--- src/rtl/ysyx_25030077_operand_seq.sv ---
// Operand sequencer: accepts one decoded instruction, reads rs1/rs2 through a
// single shared register-file read port, optionally performs a load, and offers
// the two EXU operands until they are consumed. Only one instruction is in
// flight at a time.
//
// Ports:
//   clock, reset            sole clock, synchronous active-high reset
//   io_in_*                 instruction handshake (valid/ready, ctrl, rs1/rs2, imm, pc)
//   io_rf_addr/io_rf_rdata  shared register-file read port (combinational data)
//   io_mem_*                load request handshake and response
//   io_out_*                operand handshake towards the EXU
//   io_err                  sticky load-timeout flag, cleared only by reset
module ysyx_25030077_operand_seq #(
  parameter int unsigned TIMEOUT = 255
) (
  input  logic        clock,
  input  logic        reset,
  input  logic        io_in_valid,
  output logic        io_in_ready,
  input  logic [2:0]  io_in_data_control,
  input  logic [4:0]  io_in_rs1_idx,
  input  logic [4:0]  io_in_rs2_idx,
  input  logic [31:0] io_in_imm,
  input  logic [31:0] io_in_pc,
  output logic [4:0]  io_rf_addr,
  input  logic [31:0] io_rf_rdata,
  output logic        io_mem_req_valid,
  input  logic        io_mem_req_ready,
  output logic [31:0] io_mem_addr,
  input  logic        io_mem_resp_valid,
  input  logic [31:0] io_mem_resp_data,
  output logic        io_out_valid,
  input  logic        io_out_ready,
  output logic [31:0] io_out_data_1,
  output logic [31:0] io_out_data_2,
  output logic        io_err
);

  typedef enum logic [2:0] {
    StIdle,
    StRdRs1,
    StRdRs2,
    StMemReq,
    StMemWait,
    StDone
  } state_e;

  localparam logic [2:0] CtrlPcImm  = 3'd1;
  localparam logic [2:0] CtrlLoad   = 3'd2;
  localparam logic [2:0] CtrlRs1Rs2 = 3'd3;

  state_e      state_q, state_d;
  logic [2:0]  ctrl_q, ctrl_d;
  logic [4:0]  rs1_q, rs1_d;
  logic [4:0]  rs2_q, rs2_d;
  logic [31:0] imm_q, imm_d;
  logic [31:0] pc_q, pc_d;
  logic [31:0] op1_q, op1_d;
  logic [31:0] op2_q, op2_d;
  logic [31:0] addr_q, addr_d;
  logic [31:0] cnt_q, cnt_d;
  logic        err_q, err_d;

  // Ungated versions of the outputs; reset forces every output low below.
  logic        in_ready_c;
  logic [4:0]  rf_addr_c;
  logic        mem_req_c;
  logic [31:0] mem_addr_c;
  logic        out_valid_c;
  logic [31:0] data_1_c, data_2_c;
  logic [31:0] rs_val;

  always_comb begin
    state_d     = state_q;
    ctrl_d      = ctrl_q;
    rs1_d       = rs1_q;
    rs2_d       = rs2_q;
    imm_d       = imm_q;
    pc_d        = pc_q;
    op1_d       = op1_q;
    op2_d       = op2_q;
    addr_d      = addr_q;
    cnt_d       = cnt_q;
    err_d       = err_q;
    in_ready_c  = 1'b0;
    rf_addr_c   = 5'd0;
    mem_req_c   = 1'b0;
    mem_addr_c  = 32'd0;
    out_valid_c = 1'b0;
    data_1_c    = 32'd0;
    data_2_c    = 32'd0;
    rs_val      = 32'd0;

    case (state_q)
      StIdle: begin
        in_ready_c = 1'b1;
        if (io_in_valid) begin
          ctrl_d  = io_in_data_control;
          rs1_d   = io_in_rs1_idx;
          rs2_d   = io_in_rs2_idx;
          imm_d   = io_in_imm;
          pc_d    = io_in_pc;
          op1_d   = 32'd0;
          op2_d   = 32'd0;
          state_d = (io_in_data_control == CtrlPcImm) ? StDone : StRdRs1;
        end
      end
      StRdRs1: begin
        rf_addr_c = rs1_q;
        rs_val    = (rs1_q == 5'd0) ? 32'd0 : io_rf_rdata;
        op1_d     = rs_val;
        unique case (ctrl_q)
          CtrlRs1Rs2: state_d = StRdRs2;
          CtrlLoad: begin
            addr_d  = rs_val + imm_q;
            state_d = StMemReq;
          end
          default: state_d = StDone;
        endcase
      end
      StRdRs2: begin
        rf_addr_c = rs2_q;
        op2_d     = (rs2_q == 5'd0) ? 32'd0 : io_rf_rdata;
        state_d   = StDone;
      end
      StMemReq: begin
        mem_req_c  = 1'b1;
        mem_addr_c = addr_q;
        if (io_mem_req_ready) begin
          cnt_d   = 32'd0;
          state_d = StMemWait;
        end
      end
      StMemWait: begin
        // A response in the same cycle as the timeout takes priority.
        if (io_mem_resp_valid) begin
          op1_d   = io_mem_resp_data;
          state_d = StDone;
        end else if (cnt_q + 32'd1 >= TIMEOUT) begin
          err_d   = 1'b1;
          op1_d   = 32'd0;
          state_d = StDone;
        end else begin
          cnt_d = cnt_q + 32'd1;
        end
      end
      StDone: begin
        out_valid_c = 1'b1;
        unique case (ctrl_q)
          CtrlPcImm: begin
            data_1_c = pc_q;
            data_2_c = imm_q;
          end
          CtrlLoad: begin
            data_1_c = op1_q;
            data_2_c = 32'd0;
          end
          CtrlRs1Rs2: begin
            data_1_c = op1_q;
            data_2_c = op2_q;
          end
          default: begin
            data_1_c = op1_q;
            data_2_c = imm_q;
          end
        endcase
        if (io_out_ready) begin
          state_d = StIdle;
        end
      end
      default: state_d = StIdle;
    endcase
  end

  always_ff @(posedge clock) begin
    if (reset) begin
      state_q <= StIdle;
      ctrl_q  <= 3'd0;
      rs1_q   <= 5'd0;
      rs2_q   <= 5'd0;
      imm_q   <= 32'd0;
      pc_q    <= 32'd0;
      op1_q   <= 32'd0;
      op2_q   <= 32'd0;
      addr_q  <= 32'd0;
      cnt_q   <= 32'd0;
      err_q   <= 1'b0;
    end else begin
      state_q <= state_d;
      ctrl_q  <= ctrl_d;
      rs1_q   <= rs1_d;
      rs2_q   <= rs2_d;
      imm_q   <= imm_d;
      pc_q    <= pc_d;
      op1_q   <= op1_d;
      op2_q   <= op2_d;
      addr_q  <= addr_d;
      cnt_q   <= cnt_d;
      err_q   <= err_d;
    end
  end

  // All outputs read as zero during the reset cycle itself.
  assign io_in_ready      = in_ready_c & ~reset;
  assign io_rf_addr       = reset ? 5'd0 : rf_addr_c;
  assign io_mem_req_valid = mem_req_c & ~reset;
  assign io_mem_addr      = reset ? 32'd0 : mem_addr_c;
  assign io_out_valid     = out_valid_c & ~reset;
  assign io_out_data_1    = reset ? 32'd0 : data_1_c;
  assign io_out_data_2    = reset ? 32'd0 : data_2_c;
  assign io_err           = err_q & ~reset;

endmodule

--- config.mk ---
export PLATFORM = sky130hd
export DESIGN_NAME = ysyx_25030077_operand_seq
export DESIGN_NICKNAME = d
export VERILOG_FILES = /design/src/rtl/ysyx_25030077_operand_seq.sv
export SDC_FILE = /design/constraint.sdc
export NUM_CORES = 1
export LEC_CHECK = 0
export CAP_MARGIN = 20
export CORE_MARGIN = 10
export CORE_UTILIZATION = 46
export DETAILED_ROUTE_END_ITERATION = 10
export HOLD_SLACK_MARGIN = 0.03
export PLACE_DENSITY = 0.77
export SLEW_MARGIN = 20
export SYNTH_ARGS = -nofsm -noshare
export SYNTH_HDL_FRONTEND = slang
export SYNTH_SLANG_ARGS = --single-unit
export TNS_END_PERCENT = 20
--- constraint.sdc ---
create_clock -name clock -period 3.9 [get_ports clock]
set_input_delay 0.39 -clock clock [delete_from_list [all_inputs] [get_ports clock]]
set_output_delay 0.39 -clock clock [all_outputs]
set_load 0.03 [all_outputs]
=== Word-level counts from Yosys, hierarchy flattened ===
Cells that the tools add are included.

* Register bits after elaboration: 209
* Bits of input ports: 147
* Output and inout port bits: 105
* Logic and storage cells: 80

* Add/sub/neg operators: 2
* $lt $le $gt $ge: 1
* Equal/unequal tests: 15
* Mux-type cells: 32
* Bitwise gates (word level): 6
* Reduce and logical (&&, ||, !) cells: 13

{| class="wikitable"
|+ Operators by type and width
! cell !! count
|-
| 2-to-1 mux 32 bit || 15
|-
| case mux 32 bit (2 select lines) || 3
|-
| case mux 32 bit (3 select lines) || 1
|-
| adder 32 x 1 -> 32 bit, second input constant || 1
|-
| adder 32 bit || 1
|-
| >= comparator 32 x 8 -> 1 bit, second input constant || 1
|-
| 2-to-1 mux 3 bit || 6
|-
| case mux 3 bit (6 select lines) || 1
|-
| equality test 3 x 2 -> 1 bit, second input constant || 4
|-
| zero test 5 bit || 2
|-
| != test 2 bit, second input constant || 5
|-
| case mux 5 bit (2 select lines) || 1
|-
| equality test 3 x 1 -> 1 bit, second input constant || 3
|-
| AND reduction 4 bit || 2
|-
| equality test 3 bit, second input constant || 2
|-
| case mux 3 bit (2 select lines) || 1
|-
| AND reduction 2 bit || 3
|-
| AND reduction 3 bit || 2
|-
| 2-to-1 mux 5 bit || 1
|-
| bitwise AND 1 bit || 4
|-
| nonzero test 2 bit || 2
|-
| zero test 3 bit || 1
|-
| 2-to-1 mux 1 bit || 3
|-
| != test 3 bit, second input constant || 1
|-
| 2 further kinds || 3
|}

=== Logic depth before layout (Yosys ltp) ===
* Word-level depth: 5
* Mapped depth: 16
* Depth with buffers taken out: 15

=== Worst setup path before layout ===
No wires, ideal clock.

* Path kind: reg2reg
* Start point: register rs1_q[3]
* End point: register addr_q[31]
* Setup time: 0.092 ns
* Arrival time: 3.926 ns
* Setup slack: -0.118 ns
* Cell stages (with the launch flop): 15
* Buffers on the path: 1
* Cell sequence: dfxtp_1 > or4_1 > nor2_1 > clkbuf_1 > nor2b_1 > ha_1 > o21ai_0 > o211ai_1 > a41oi_1 > o21ai_0 > and3_1 > o41ai_1 > o221ai_1 > and4_1 > nor4_1

* Longest elaborated chain between the ends: 3

{| class="wikitable"
|+ RTL lines
! element !! line !! RTL
|-
| start, declared || 54 || <nowiki>logic [4:0] rs1_q, rs1_d;</nowiki>
|-
| start signal, assigned || 191 || <nowiki>rs1_q <= rs1_d;</nowiki>
|-
| zero test 5 bit || 110 || <nowiki>rs_val = (rs1_q == 5'd0) ? 32'd0 : io_rf_rdata;</nowiki>
|-
| 2-to-1 mux 32 bit || 110 ||
|-
| adder 32 bit || 115 || <nowiki>addr_d = rs_val + imm_q;</nowiki>
|-
| end signal, assigned || 197 || <nowiki>addr_q <= addr_d;</nowiki>
|-
| end, declared || 60 || <nowiki>logic [31:0] addr_q, addr_d;</nowiki>
|}

No other way between the ends.
A chain may end at the register's enable or synchronous reset.

=== Worst setup path in the final report ===
* Start point: register rs1_q[3]
* End point: register addr_q[29]

The elaborated chain is that of the path after synthesis.

==> out/metrics.yaml <==
status:
  outcome: "complete, no violations"
grt:
  grt_pass1_vias: 11460
  grt_antenna_before_repair: 2
  grt_overflow_total: 0
  grt_max_degree: 180
  grt_pass1_wl_um: 64780
  grt_usage: 0.2578
floorplan:
  dieArea_um2: 30820
  core_um2: 23610
  start_util: 0.4713
  row_count: 56
  die_w_um: 175.5
  die_h_um: 175.5
  pin_count: 252
clock_network:
  cts_tree: "built"
  clk_pin_slew_worst_paths_ps: 60
  h-tree-depth: 1
  cts_root_buf: "clkbuf_16"
  ctsHoldBuffers: 0
  cts_setup_buffers: 0
  clk_latency_ps: 520
  clk_path_buf_depth: 3
  cts_sinks: 209
  cts_buffers: 25
synth:
  synth_top_area_frac: 0.3759
  muxShareOfSynthArea: 0.003710
  synth_area_per_cell_um2: 7.464
  syn_nets: 1672
  synth-compound-area-share: 0.2388
  yosysWarnings: 0
  synthCells: 1491
  ys.flop_type: "dfxtp_1"
  synth-adder-area-share: 0.03890
  yosysTopAreaCell: "dfxtp_1"
  synth_area_leaders: "dfxtp_1 38%, nand2_1 11%, a21oi_1 10%"
  synth_top_family_by_area: "simple AND/OR/NAND/NOR gates"
  synth_edf_count: 0
  synthesis.area_um2: 11130
  ys_seq_elements: 209
  synth_xor_area_frac: 0.03069
  netlist-cell-type-count: 72
  yosys.area_share.simple: 0.2633
  yosysSeqAreaShare: 0.3759
  ys_async_sr_fraction: 0
final_layout:
  syn2layout_area_growth_pct: 34.03
  drive_gt1_frac: 0.07193
  final_common_cell: "nand2_1"
  mostFrequentLayoutCells: "331 x nand2_1, 250 x clkdlybuf4s50_1, 228 x a21oi_1, 209 x dfxtp_1, 72 x nor2_1"
  fin_nets: 1887
sta:
  fin_crit_sh: 0.9575
  slew_headroom: 0.4299
  whs_ps: 407.2
  min_period_ps: 3734
  finalWorstSetupSlack_ps: 165.6
  rsz0062_at_grt: "no"
  tightest_slew_ps: 855.2
  max_freq_mhz: 267.8
  setup_viol: 0
  clock_skew_ps: 8.628
  final_max_slew_viol_count: 0
  hold_viol_final: 0
worst_hold_path:
  holdPathEnd: "pc_q[11]"
  hp-class: "input pin to register"
  hold_path_startpoint: "io_in_pc[11]"
  hold_depth: 3
worst_setup_path:
  end_kind: "register"
  worstPathMaxFanout: 16
  arrival_ps: 4150
  reg2reg_depth: 16
  start_kind: "register"
  r2r-end: "addr_q[29]"
  crit_type: "register to register"
  critPathRequiredTime_ps: 4310
  rrSetupSlack_ps: 170
  r2r_start: "rs1_q[3]"
pwr:
  leakage_nw: 5.387
  p_comb_frac: 0.221
  pwr-share-clk: 0.397
  vdd_drop_max_uv: 254.5
  swShare: 0.3029
  seq_power_share: 0.383
  power_density_nw_per_um2: 411.8
  power.switching_mw: 1.861
  power.internal_mw: 4.282
place:
  io_buffers: 251
  post-place-ws_ps: -34.52
  finalWeightedCongestion: 0.9205
  dp_hpwl_um: 30640
detailed_routing:
  drc: 0
  antenna_left: 0
  post_drt_wl_per_cell_um: 20.44
  via_per_inst: 5.774
  wirelength_um: 41790
  drt_iter0_drc: 1329
  vias: 11800
  drt_first_pass_iters: 6
flow_run:
  drv_cap: 0
==> routing by layer <==
layer	wire [µm]	track usage	vias up
met3	4214	0.06777	91
met5	11	0	-
met4	1284	0.08619	2
li1	-	-	5624
met1	17690	0.3341	5482
met2	18590	0.4076	603
==> layout make-up <==
cell class,instances,area [µm²]
Fill cell,2106,8696
Multi-Input combinational cell,1154,6495
Sequential cell,209,4184
Timing Repair Buffer,300,2915
Clock buffer,35,723.2
Tap cell,319,399.1
Clock inverter,10,137.6
Inverter,16,60.06
Antenna cell,1,2.502
==> synth_stat cells, types with 5 or more instances <==
cell      count
nor3_1       15
a211oi_1      8
inv_1        16
a31oi_1       5
a21oi_1     229
dfxtp_1     209
nor2_1       73
ha_1         33
buf_1         7
nand2_1     332
and2_1       61
nor4_1        8
o31ai_1       6
o21bai_1      6
nand2b_1      7
buf_6         7
xnor2_1      28
and3_1        5
clkbuf_1     93
xor2_1       11
a22oi_1      68
o21ai_0      58
a21o_1       17
nand4_1       8
nand3_1      60
nor2b_1      34
o211ai_1      5
==> power by group through the flow <==
stage	clock [mW]	sequential, mW	combinational [mW]
finish	2.44	2.35	1.36
detailed placement	0	2.39	1.32
global placement	0	2.39	1.31
floorplan	0	2.35	0.810
global route	2.55	2.36	1.47
CTS	2.46	2.35	1.33
==> stage by stage <==
step,power (mW),util,setup TNS [ps],cells,area (µm²)
after floorplan,3.161,-,0,1491,11140
after global placement,3.692,0.5927,-16.33,1998,14000
after detailed placement,3.707,0.5927,-46.68,1998,14000
after CTS,6.127,0.6294,0,2043,14860
after global routing,6.379,0.6316,0,2043,14910
final,6.142,0.6317,0,2044,14920
==> critical path, cell delays in order (launching register included) <==
cell and delay, ps:
dfxtp_1 330, or4_4 600, nor2_4 130, buf_12 170, buf_4 160, nor2b_1 50, ha_1 310, a21oi_1 150
o21ai_0 140, a221o_1 350, a211oi_2 230, o21ai_1 100, o41ai_2 320, buf_4 170, o21ai_0 90, xnor2_1 140
a22o_1 180
==> cells by family (layout without fill, tap and decap cells) <==
family | Yosys count | count (layout)
fa+ha+maj | 34 | 34
mux | 4 | 4
xor+xnor | 39 | 39
compound gates | 442 | 442
other cells | 0 | 1
simple gates | 635 | 635
buf+inv | 128 | 361
flops | 209 | 209
==> sequential cells by signal, indices dropped and copies added (netlist names) <==
| register | cells |
|---|---|
| cnt_q | 32 |
| err_q | 1 |
| rs1_q | 5 |
| ctrl_q | 3 |
| imm_q | 32 |
| state_q | 3 |
| op2_q | 32 |
| addr_q | 32 |
| op1_q | 32 |
| rs2_q | 5 |
| pc_q | 32 |
==> worst max-delay path by stage <==
stage / start / to / slack, ps / cells past startpoint
2_1_floorplan: rs1_q[3] / addr_q[31] / 20 / 14
4_1_cts: rs1_q[3] / addr_q[31] / 50 / 14
5_1_grt: rs1_q[3] / addr_q[31] / 1 / 15
3_3_place_gp: rs1_q[3] / addr_q[31] / -20 / 13
3_5_place_dp: rs1_q[3] / addr_q[31] / -30 / 13
6_report: rs1_q[3] / addr_q[29] / 170 / 16
==> what timing repair did <==
item,CTS,global route
endpoints found under the hold margin,0,0
resized for setup,2,13
pin swaps,0,2
endpoints found under the setup margin,2,40
(Power assumes the default switching activity.)
